===== config.mk =====
export PLATFORM = sky130hd
export DESIGN_NAME = serial_adder_flat
export DESIGN_NICKNAME = d
export VERILOG_FILES = /design/src/rtl/serial_adder_pkg.sv /design/src/rtl/serial_adder_if.sv /design/src/rtl/serial_adder_fa_digit.sv /design/src/rtl/serial_adder.sv /design/src/flat_wrapper.sv
export SDC_FILE = /design/constraint.sdc
export NUM_CORES = 1
export LEC_CHECK = 0
export CORE_AREA = 2 2 56 58
export DETAILED_ROUTE_END_ITERATION = 8
export DIE_AREA = 0 0 58 60
export DONT_BUFFER_PORTS = 1
export PLACE_DENSITY = 0.75
export SLEW_MARGIN = 10
export SYNTH_ARGS = -nofsm -noshare
export SYNTH_HDL_FRONTEND = slang
export SYNTH_SLANG_ARGS = --single-unit

===== constraint.sdc =====
create_clock -name clk -period 1.5 [get_ports clk]
set_input_delay 0.3 -clock clk [delete_from_list [all_inputs] [get_ports clk]]
set_output_delay 0.3 -clock clk [all_outputs]
set_load 0.02 [all_outputs]

===== src/rtl/serial_adder_pkg.sv =====
// ============================================================================
// Module   : serial_adder_pkg
// Purpose  : Shared types and helpers for the serial adder.
//            - FSM state encoding (IDLE, RUN, DONE).
//            - Elaboration-time parameter check for WIDTH/DIGIT.
// Ports    : none (package)
// Revision : 1.0 - initial release
// ============================================================================
`default_nettype none

package serial_adder_pkg;

  typedef enum logic [1:0] {
    IDLE = 2'd0,
    RUN  = 2'd1,
    DONE = 2'd2
  } state_t;

  // True when WIDTH/DIGIT form a legal configuration: at least two operand
  // bits, and a digit size that splits the operand into whole digits.
  function automatic bit width_ok(input int width, input int digit);
    return (width >= 2) && (digit >= 1) && (digit <= width) &&
           ((width % digit) == 0);
  endfunction

endpackage

`default_nettype wire


===== src/rtl/serial_adder_if.sv =====
// ============================================================================
// Module   : serial_adder_if
// Purpose  : Request/result bundle between a requester and the serial adder.
// Ports    : start, a, b, cin, sub   requester -> adder
//            busy, done              adder status
//            sout, cout, stotal      registered result ({cout, sout})
// Modports : master (requester side), slave (adder side)
// Revision : 1.0 - initial release
// ============================================================================
`default_nettype none

interface serial_adder_if #(
  parameter int WIDTH = 8
);

  logic             start;
  logic [WIDTH-1:0] a;
  logic [WIDTH-1:0] b;
  logic             cin;
  logic             sub;
  logic             busy;
  logic             done;
  logic [WIDTH-1:0] sout;
  logic             cout;
  logic [WIDTH:0]   stotal;

  modport master (
    output start, a, b, cin, sub,
    input  busy, done, sout, cout, stotal
  );

  modport slave (
    input  start, a, b, cin, sub,
    output busy, done, sout, cout, stotal
  );

endinterface

`default_nettype wire


===== src/rtl/serial_adder_fa_digit.sv =====
// ============================================================================
// Module   : fa_digit
// Purpose  : Purely combinational DIGIT-bit ripple adder built from 1-bit
//            full-adder equations.
// Ports    : x, y [DIGIT-1:0]  addends
//            ci                carry in
//            s  [DIGIT-1:0]    sum
//            co                carry out
// Revision : 1.0 - initial release
// ============================================================================
`default_nettype none

module fa_digit #(
  parameter int DIGIT = 1
) (
  input  logic [DIGIT-1:0] x,
  input  logic [DIGIT-1:0] y,
  input  logic             ci,
  output logic [DIGIT-1:0] s,
  output logic             co
);

  // The carry ripples through a procedural temporary rather than a carry
  // vector, so the chain is not seen as a self-referencing net.
  logic carry_v;

  always_comb begin
    s       = '0;
    carry_v = ci;
    for (int i = 0; i < DIGIT; i++) begin
      s[i]    = x[i] ^ y[i] ^ carry_v;
      carry_v = (x[i] & y[i]) | (carry_v & (x[i] ^ y[i]));
    end
    co = carry_v;
  end

endmodule

`default_nettype wire


===== src/rtl/serial_adder.sv =====
// ============================================================================
// Module   : serial_adder
// Purpose  : Multi-cycle adder: stotal = a + b + cin, DIGIT bits per clock
//            through a registered carry, with a start/busy/done handshake.
//            Latency from accepted start to done is WIDTH/DIGIT + 1 cycles.
// Ports    : clk        rising-edge clock
//            rst        synchronous active-high reset
//            bus        serial_adder_if.slave (start/a/b/cin/sub in,
//                       busy/done/sout/cout/stotal out)
// Config   : SERIAL_ADDER_SUB_EN - when defined, a captured sub=1 makes the
//            block compute a - b (cout=1 means no borrow). When undefined
//            sub is ignored and the block always adds.
// Revision : 1.0 - initial release
// ============================================================================
`default_nettype none

module serial_adder
  import serial_adder_pkg::*;
#(
  parameter int WIDTH = 8,
  parameter int DIGIT = 1
) (
  input logic          clk,
  input logic          rst,
  serial_adder_if.slave bus
);

  localparam int N     = WIDTH / DIGIT;
  localparam int CNT_W = (N > 1) ? $clog2(N) : 1;
  localparam logic [CNT_W-1:0] LAST = CNT_W'(N - 1);

  if (!width_ok(WIDTH, DIGIT)) begin : g_bad_cfg
    $error("serial_adder: WIDTH must be >= 2 and an exact multiple of DIGIT");
  end

  state_t           state, state_nxt;
  logic [WIDTH-1:0] a_sh, b_sh, r_sh, r_nxt;
  logic             carry;
  logic [CNT_W-1:0] cnt;
  logic [WIDTH-1:0] sout_q;
  logic             cout_q;

  logic [DIGIT-1:0] dsum;
  logic             dco;
  logic [WIDTH-1:0] b_load;
  logic             c_load;

`ifdef SERIAL_ADDER_SUB_EN
  // a - b as a + ~b + 1: invert B and force the initial carry.
  assign b_load = bus.sub ? ~bus.b : bus.b;
  assign c_load = bus.sub ? 1'b1   : bus.cin;
`else
  logic unused_sub;
  assign unused_sub = bus.sub;
  assign b_load     = bus.b;
  assign c_load     = bus.cin;
`endif

  fa_digit #(
    .DIGIT (DIGIT)
  ) u_fa_digit (
    .x  (a_sh[DIGIT-1:0]),
    .y  (b_sh[DIGIT-1:0]),
    .ci (carry),
    .s  (dsum),
    .co (dco)
  );

  // Each digit enters at the MSB end, so after N digits the first one has
  // reached bit 0. With a single digit the result is just that digit.
  if (DIGIT == WIDTH) begin : g_single_digit
    assign r_nxt = dsum;
  end else begin : g_multi_digit
    assign r_nxt = {dsum, r_sh[WIDTH-1:DIGIT]};
  end

  // --------------------------------------------------------------------------
  // FSM
  // --------------------------------------------------------------------------
  always_ff @(posedge clk) begin
    if (rst) begin
      state <= IDLE;
    end else begin
      state <= state_nxt;
    end
  end

  always_comb begin
    state_nxt = state;
    case (state)
      IDLE:    if (bus.start) state_nxt = RUN;
      RUN:     if (cnt == LAST) state_nxt = DONE;
      DONE:    state_nxt = IDLE;
      default: state_nxt = IDLE;
    endcase
  end

  // --------------------------------------------------------------------------
  // Datapath registers
  // --------------------------------------------------------------------------
  always_ff @(posedge clk) begin
    if (rst) begin
      a_sh   <= '0;
      b_sh   <= '0;
      r_sh   <= '0;
      carry  <= 1'b0;
      cnt    <= '0;
      sout_q <= '0;
      cout_q <= 1'b0;
    end else begin
      case (state)
        IDLE: begin
          if (bus.start) begin
            a_sh  <= bus.a;
            b_sh  <= b_load;
            carry <= c_load;
            r_sh  <= '0;
            cnt   <= '0;
          end
        end
        RUN: begin
          a_sh  <= a_sh >> DIGIT;
          b_sh  <= b_sh >> DIGIT;
          r_sh  <= r_nxt;
          carry <= dco;
          cnt   <= cnt + CNT_W'(1);
          // Visible outputs update only once the whole sum is known.
          if (cnt == LAST) begin
            sout_q <= r_nxt;
            cout_q <= dco;
          end
        end
        default: ;
      endcase
    end
  end

  assign bus.busy   = (state == RUN);
  assign bus.done   = (state == DONE);
  assign bus.sout   = sout_q;
  assign bus.cout   = cout_q;
  assign bus.stotal = {cout_q, sout_q};

endmodule

`default_nettype wire


===== src/flat_wrapper.sv =====
// flat-port wrapper written by rule: the top's interface ports become plain ports
module serial_adder_flat import serial_adder_pkg::*;
#(
  parameter int WIDTH = 8,
  parameter int DIGIT = 1
)
  (clk, rst, bus_start, bus_a, bus_b, bus_cin, bus_sub, bus_busy, bus_done, bus_sout, bus_cout, bus_stotal);
  serial_adder_if #(.WIDTH(WIDTH)) bus_i ();
  input logic clk;
  input logic rst;
  input wire logic [$bits(bus_i.start)-1:0] bus_start;
  input wire logic [$bits(bus_i.a)-1:0] bus_a;
  input wire logic [$bits(bus_i.b)-1:0] bus_b;
  input wire logic [$bits(bus_i.cin)-1:0] bus_cin;
  input wire logic [$bits(bus_i.sub)-1:0] bus_sub;
  output wire logic [$bits(bus_i.busy)-1:0] bus_busy;
  output wire logic [$bits(bus_i.done)-1:0] bus_done;
  output wire logic [$bits(bus_i.sout)-1:0] bus_sout;
  output wire logic [$bits(bus_i.cout)-1:0] bus_cout;
  output wire logic [$bits(bus_i.stotal)-1:0] bus_stotal;
  assign bus_i.start = bus_start;
  assign bus_i.a = bus_a;
  assign bus_i.b = bus_b;
  assign bus_i.cin = bus_cin;
  assign bus_i.sub = bus_sub;
  assign bus_busy = bus_i.busy;
  assign bus_done = bus_i.done;
  assign bus_sout = bus_i.sout;
  assign bus_cout = bus_i.cout;
  assign bus_stotal = bus_i.stotal;
  serial_adder #(.WIDTH(WIDTH), .DIGIT(DIGIT)) u_core (.clk(clk), .rst(rst), .bus(bus_i));
endmodule

==> summary.md, run 1 <==
| Metric | Value |
|---|---|
| Largest net degree at the start of global routing | 39 |
| Yosys cell types | 24 |
| CP top delay family | flip-flops |
| Total of max-cap violations | 0 |
| IR drop worst, VDD | roughly 890 µV |
| NetSw | 0.000450 W |
| Switching Fraction | 24.6% |
| Fmax achieved | 720 MHz |
| Post-synthesis cell area | 1700 µm² |
| Via count of the first global-routing pass | 1077 |
| Final cell count without fillers | 201 |
| Dpl cells | 190 |
| Global route overflow | 0 |
| Core region area | slightly below 3000 µm² |
| Commonest non-fill, non-tap cells in the layout | dfxtp_1 (37), nor2_1 (27), nand2_1 (18) |
| Final HPWL DP | 2110 µm |
| Fin. Hold Viols | 0 |
| Worst Hold Path EP | u_core.carry |
| Vias | 1169 |
| Critical path peak fanout | 11 |
| ANT cells | 0 |
| Buf/Inv on CP | 1 |
| TritonCTS Buffers | 5 |
| WHS | 0.0239 ns |
| CTS root buf | clkbuf_4 |
| DRC | 0 |
| Hold Crit Start | rst |
| Clock Latency Late Sink | 0.33 ns |
| Htree depth | 2 |
| Crit-path cells | nor2b_1, buf_4 |
| Syn avg cell area | 9.89 µm² |
| Die ar. | 3480 µm² |
| Final setup viols | 0 |
| Hold path depth | 1 |
| Post-synthesis sequential area ratio | 44.7% |
| R2R Setup Slk | 0.17 ns |
| Horiz. Die Dim | 58 µm |
| Worst r2r src | u_core.state[1] |
| Worst setup EP type | primary output |
| Min cycle time layout | approximately 1.4 ns |
| Worst slew margin | a little under three quarters |
| Final Slew Violations | 0 |
| Avg Vias per Cell | 5.82 |
| YS warnings | 0 |
| RSZ-0062 raised after global routing | no |
| Initial cell density of the core | 58.6% |
| I/O pin total | 41 |
| Clock Path Buffers | 2 |
| CP Data Required Time | 1.20 ns |
| NumNets Final | 191 |
| Post-synth net total | 196 |
| Area Growth Syn to Fin | 1.69% |
| Fill count | 260 |
| Sequential power share | around three fifths |
| Main synth FF type | dfxtp_1 |
| PD cells | 1060 nW/µm² |
| Top-area cell type share of the netlist area | 44.7% |
| Leading cell type in the layout, fill and taps excluded | dfxtp_1 |
| Total routed wirelength | 2940 µm |
| GR Util All Layers | 17.9% |
| Synthesized instance count | 172 |
| Area contributors post-synth | dfxtp_1 (45%), a211oi_2 (10%), mux2i_1 (8.2%) |
| Fraction of layout cells with a size suffix above 1 | about a fifth |
| Routed Antenna Nets | 0 |
| First-pass DRT Iterations | 4 |
| Leading area contributor after synthesis | dfxtp_1 |
| Clock share of power | 29.3% |
| Num rows | 20 |
| CP arrival | 1.09 ns |
| Worst Tran Pin Value | 0.430 ns |
| Num Clock Sinks | 38 |
| Run status | finished clean |
| Worst path slowest cell | dfxtp_2 |
| Worst hold path type | in -> reg |
| Layout Utilization | 59.6% |
| Crit path kind | reg -> out |
| Clock skew | about 0.0061 ns |
| EDFF count, synth | 0 |
| Final Wtd Congestion | 0.776 |
| Initial DRC count | 31 |
| Startpoint Class | register |
| TritonCTS clock tree | done |
| Capturing point of the worst reg2reg path | u_core.a_sh[4] |
| Final period util | just over 90% |
| Async S/R FF share, synth | 0% |
| Max stage delay on crit path | 0.46 ns |
| First-pass GRT wire length | 4600 µm |
| Initial antenna violation count | 0 |
| Setup TNS after final layout | 0 ns |
| Input/output buffers | 0 |
| Internal power | 0.00138 W |
| FF-to-FF path depth | 4 |
| Leak | 0.647 nW |
| Die H | 60 µm |
| #FFs+latches synth | 38 |
| Comb pwr share | a little under an eighth |
| Clock-pin slew on the worst setup and hold paths | 0.11 ns |
| Routed len/inst | 14.6 µm |
area by class of cell:
cell class,instances,area (µm²),area share (%)
Multi-Input combinational cell,109,774,44.8
Sequential cell,38,762,44.0
Timing Repair Buffer,11,85.1,4.92
Clock buffer,7,55.1,3.18
Tap cell,33,41.3,2.39
Inverter,2,7.51,0.434
Clock inverter,1,5.00,0.289
cell families (layout without fill, tap and decap cells):
| logic type | after synthesis | in the layout | share of synthesized area (%) |
|---|---|---|---|
| and+or+nand+nor | 54 | 54 | 13.8 |
| AOI/OAI and AO/OA | 38 | 38 | 20.3 |
| DFF | 38 | 38 | 44.7 |
| buffers and inverters | 25 | 21 | 10.3 |
| muxes | 14 | 14 | 8.24 |
| adders and majority gates | 3 | 3 | 2.65 |
what timing repair did:
action / CTS / global route
buffers inserted: 0 / 2
setup endpoints to repair: 1 / 8
resized for setup: 3 / 1
hold endpoints to repair: 0 / 5
pin swaps: 0 / 0
hold buffers: 0 / 1
cloned: 0 / 0
power groups by stage:
stage	Clock (W)	Sequential, W	Combinational, W
after global routing	0.000587	0.00109	0.000230
after global placement	0	0.00111	0.000190
after CTS	0.000556	0.00109	0.000205
after floorplan	0	0.00110	0.000198
after detailed placement	0	0.00111	0.000203
final	0.000538	0.00109	0.000211
synth_stat cells (3+ instances only):
| cell | count |
|---|---|
| dfxtp_1 | 38 |
| a21oi_1 | 9 |
| a211oi_2 | 14 |
| a22oi_1 | 11 |
| clkbuf_1 | 3 |
| nand2_1 | 18 |
| buf_4 | 10 |
| buf_6 | 5 |
| mux2i_1 | 14 |
| buf_2 | 5 |
| nor2_1 | 27 |
registers in the layout, summed over array words and instances (netlist names):
register / count
u_core.carry: 1
u_core.bus.sout: 8
u_core.a_sh: 8
u_core.state: 2
u_core.r_sh: 7
u_core.cnt: 3
u_core.bus.cout: 1
u_core.b_sh: 8
per-layer routing:
layer / part of all wire [%] / routed length, µm / global-route usage, %
met5: 0 / 0 / 0
met4: 2.0 / 59 / 9.30
met1: 41 / 1200 / 19.7
met3: 5.6 / 166 / 5.19
met2: 52 / 1520 / 31.2
through the flow:
stage	power (W)	cell area, µm²	setup slack, ns
finish	0.00183	1730	0.110
global route	0.00191	1730	0.0336
CTS	0.00185	1700	0.0291
detailed placement	0.00131	1640	0.127
global placement	0.00130	1640	0.183
floorplan	0.00130	1700	0.241
worst max-delay path by stage:
stage | slack [ns] | endpoint | start | depth (start not counted)
detailed placement | 0.13 | u_core.bus.cout | u_core.cnt[0] | 5
floorplan | 0.24 | u_core.bus.cout | u_core.cnt[0] | 6
global route | 0.03 | bus_done | u_core.state[1] | 2
global placement | 0.18 | u_core.bus.sout[7] | u_core.cnt[0] | 5
CTS | 0.03 | bus_busy | u_core.state[0] | 2
finish | 0.11 | bus_done | u_core.state[1] | 2
(Power assumes the default switching activity.)
==> run 2: changes to the inputs <==
CAP_MARGIN = 5   (was unset)
SYNTH_HIERARCHICAL = 1   (was unset)
==> run 2 against run 1 <==
Clock skew up 0.0012 ns. Power up 1.9%. Count of clock-buffer cells in the layout unchanged. Sequential share of layout area down 1.2 points. Die area unchanged. Highest routed layer unchanged. Fmax down 2.6%. Register-to-register slack about the same.
==> summary.md, run 2 <==
| Metric | Value |
|---|---|
| Die H | 60 µm (unchanged) |
| PD cells | 1040 nW/µm² (-1.6%) |
| Via count of the first global-routing pass | 1112 (+3.2%) |
| WHS | 0.117 ns (+0.0930 ns) |
| Capturing point of the worst reg2reg path | u_core/a_sh[3] |
| Post-synthesis cell area | 1710 µm² (+0.44%) |
| Num rows | 20 (unchanged) |
| Crit path kind | reg -> out |
| Main synth FF type | dfxtp_1 |
| Avg Vias per Cell | 5.65 (-2.9%) |
| Routed len/inst | 14.8 µm (+0.83%) |
| Setup TNS after final layout | 0 ns (unchanged) |
| CTS root buf | clkbuf_4 |
| Final setup viols | 0 (unchanged) |
| Layout Utilization | 61.7% (+2.1 points) |
| TritonCTS Buffers | 5 (unchanged) |
| Routed Antenna Nets | 0 (unchanged) |
| Initial cell density of the core | 58.9% (+0.26 points) |
| EDFF count, synth | 0 (unchanged) |
| Worst Tran Pin Value | 0.422 ns (-0.00771 ns) |
| IR drop worst, VDD | 1040 µV (+16%) |
| Min cycle time layout | 1.43 ns (+0.0366 ns) |
| R2R Setup Slk | 0.18 ns (about the same) |
| Hold path depth | 2 (+1) |
| CP arrival | 1.13 ns (+0.04 ns) |
| Core region area | 2900 µm² (unchanged) |
| Worst hold path type | in -> reg |
| Crit-path cells | buf_6, nor2b_2, buf_4 |
| Fin. Hold Viols | 0 (unchanged) |
| Top-area cell type share of the netlist area | 44.5% (-0.20 points) |
| Horiz. Die Dim | 58 µm (unchanged) |
| Total of max-cap violations | 0 (unchanged) |
| Syn avg cell area | 9.94 µm² (+0.44%) |
| First-pass DRT Iterations | 4 (unchanged) |
| YS warnings | 6 (+6) |
| Final period util | 95.1% (+2.4 points) |
| NumNets Final | 193 (+1.0%) |
| Clock skew | 0.00730 ns (+0.00121 ns) |
| Total routed wirelength | 3000 µm (+1.8%) |
| Clock Latency Late Sink | 0.34 ns (about the same) |
| TritonCTS clock tree | done |
| Clock Path Buffers | 2 (unchanged) |
| Critical path peak fanout | 8 (-3) |
| ANT cells | 0 (unchanged) |
| Area contributors post-synth | dfxtp_1 (45%), a211oi_2 (10%), mux2i_1 (8.2%) |
| Htree depth | 2 (unchanged) |
| Worst path slowest cell | dfxtp_4 |
| Startpoint Class | register |
| Leading area contributor after synthesis | dfxtp_1 |
| Commonest cells in the netlist | dfxtp_1 (38), nor2_1 (27), nand2_1 (18) |
| Die ar. | 3480 µm² (unchanged) |
| CP Data Required Time | 1.20 ns (about the same) |
| Fmax achieved | 701 MHz (-2.6%) |
| Final HPWL DP | 2030 µm (-3.7%) |
| Initial DRC count | 33 (+6.5%) |
| GR Util All Layers | 19.1% (+1.2 points) |
| Total Power | 0.00187 W (+1.9%) |
| #FFs+latches synth | 38 (unchanged) |
| Global route overflow | 0 (unchanged) |
| Area Growth Syn to Fin | 4.83% |
| Input/output buffers | 0 (unchanged) |
| Clock-pin slew on the worst setup and hold paths | 0.11 ns (about the same) |
| Final Wtd Congestion | 0.752 (-3.2%) |
| Run status | finished clean |
| Worst slew margin | 71.8% (+0.51 points) |
| Fraction of layout cells with a size suffix above 1 | 24.1% (+3.3 points) |
| Vias | 1146 (-2.0%) |
| Num Clock Sinks | 38 (unchanged) |
| Synthesized instance count | 172 (unchanged) |
| RSZ-0062 raised after global routing | no |
| Fill count | 245 (-5.8%) |
| Async S/R FF share, synth | 0% (unchanged) |
| Yosys cell types | 24 (unchanged) |
| Max stage delay on crit path | 0.37 ns (-0.09 ns) |
| Worst Hold Path EP | u_core/b_sh[7] |
| Leading cell type in the layout, fill and taps excluded | dfxtp_1 |
| Largest net degree at the start of global routing | 39 (unchanged) |
| DRC | 0 (unchanged) |
| FF-to-FF path depth | 4 (unchanged) |
| Initial antenna violation count | 0 (unchanged) |
| I/O pin total | 41 (unchanged) |
| Post-synthesis sequential area ratio | 44.5% (-0.20 points) |
| Commonest non-fill, non-tap cells in the layout | dfxtp_1 (36), nor2_1 (27), nand2_1 (18) |
| Worst setup EP type | primary output |
| First-pass GRT wire length | 4900 µm (+6.5%) |
| Post-synth net total | 196 (unchanged) |
| Leak | 0.673 nW (+4.1%) |
| Hold Crit Start | bus_b[7] |
| Final Slew Violations | 0 (unchanged) |
| Worst r2r src | u_core/state[0] |
| Most numerous cell in the Yosys netlist | dfxtp_1 |
## run 2: cell count changes in the layout (fill, tap and decap cells not counted), sizes merged
cell | before | now
buf | 10 | 12
## run 2: stage by stage
| stage | setup slack (ns) | std cells | instance area (µm²) |
|---|---|---|---|
| floorplan | 0.241 | 172 | 1710 |
| global placement | 0.159 | 190 | 1660 |
| detailed placement | 0.112 | 190 | 1660 |
| CTS | 0.00615 | 200 | 1740 |
| global route | 0.0105 | 203 | 1790 |
| finish | 0.0739 | 203 | 1790 |
## run 2: what timing repair did
item / in CTS / in global routing
hold buffers: 0 / 2
resized for setup: 4 / 5
endpoints found under the hold margin: 0 / 37
pin swaps: 0 / 1
buffers inserted: 2 / 1
endpoints found under the setup margin: 2 / 11
## run 2: final cells by class
cell class | instances | area, µm² | share of cell area [%]
Multi-Input combinational cell | 109 | 786 | 43.9
Sequential cell | 38 | 768 | 42.9
Timing Repair Buffer | 13 | 129 | 7.19
Clock buffer | 7 | 55.1 | 3.07
Tap cell | 33 | 41.3 | 2.30
Inverter | 2 | 7.51 | 0.419
Clock inverter | 1 | 5.00 | 0.279
## run 2: worst max-delay path, delay by kind of cell, from the launching register on
| kind | cells | cell delay (ns) |
|---|---|---|
| buffers and inverters | 2 | 0.29 |
| and+or+nand+nor | 1 | 0.12 |
| DFF | 1 | 0.37 |
## run 2: power by group
group	leakage [nW]	switching, W	total, W	internal, W
combinational	0.326	0.000128	0.000243	0.000115
clock	0.0353	0.000314	0.000541	0.000227
sequential	0.312	0.0000303	0.00108	0.00105
total	0.673	0.000472	0.00187	0.00140
## run 2: worst max-delay path by stage
stage                          startpoint                 end  slack (ns)  cells after the start
after floorplan             u_core/cnt[0]     u_core/bus.cout        0.24                      6
after global placement      u_core/cnt[0]  u_core/bus.sout[0]        0.16                      5
after detailed placement    u_core/cnt[0]  u_core/bus.sout[6]        0.11                      5
after CTS                 u_core/state[0]            bus_done       0.006                      3
after global routing      u_core/state[0]            bus_done        0.01                      3
final                     u_core/state[0]            bus_done        0.07                      3
## run 2: kinds of logic (layout without fill, tap and decap cells)
family	count (synthesis)	after routing	share of synthesized area, %
adders and majority gates	3	3	2.64
DFF	38	38	44.5
muxes	14	14	8.20
buffers and inverters	25	23	10.2
AOI/OAI and AO/OA	38	38	20.5
and+or+nand+nor	54	54	13.9
## run 2: routing by layer
layer	vias to the layer above	track usage, %	routed length [µm]
met5	-	0	0
li1	583	-	-
met4	0	6.98	17
met3	2	8.01	194
met1	528	23.0	1290
met2	33	30.5	1500
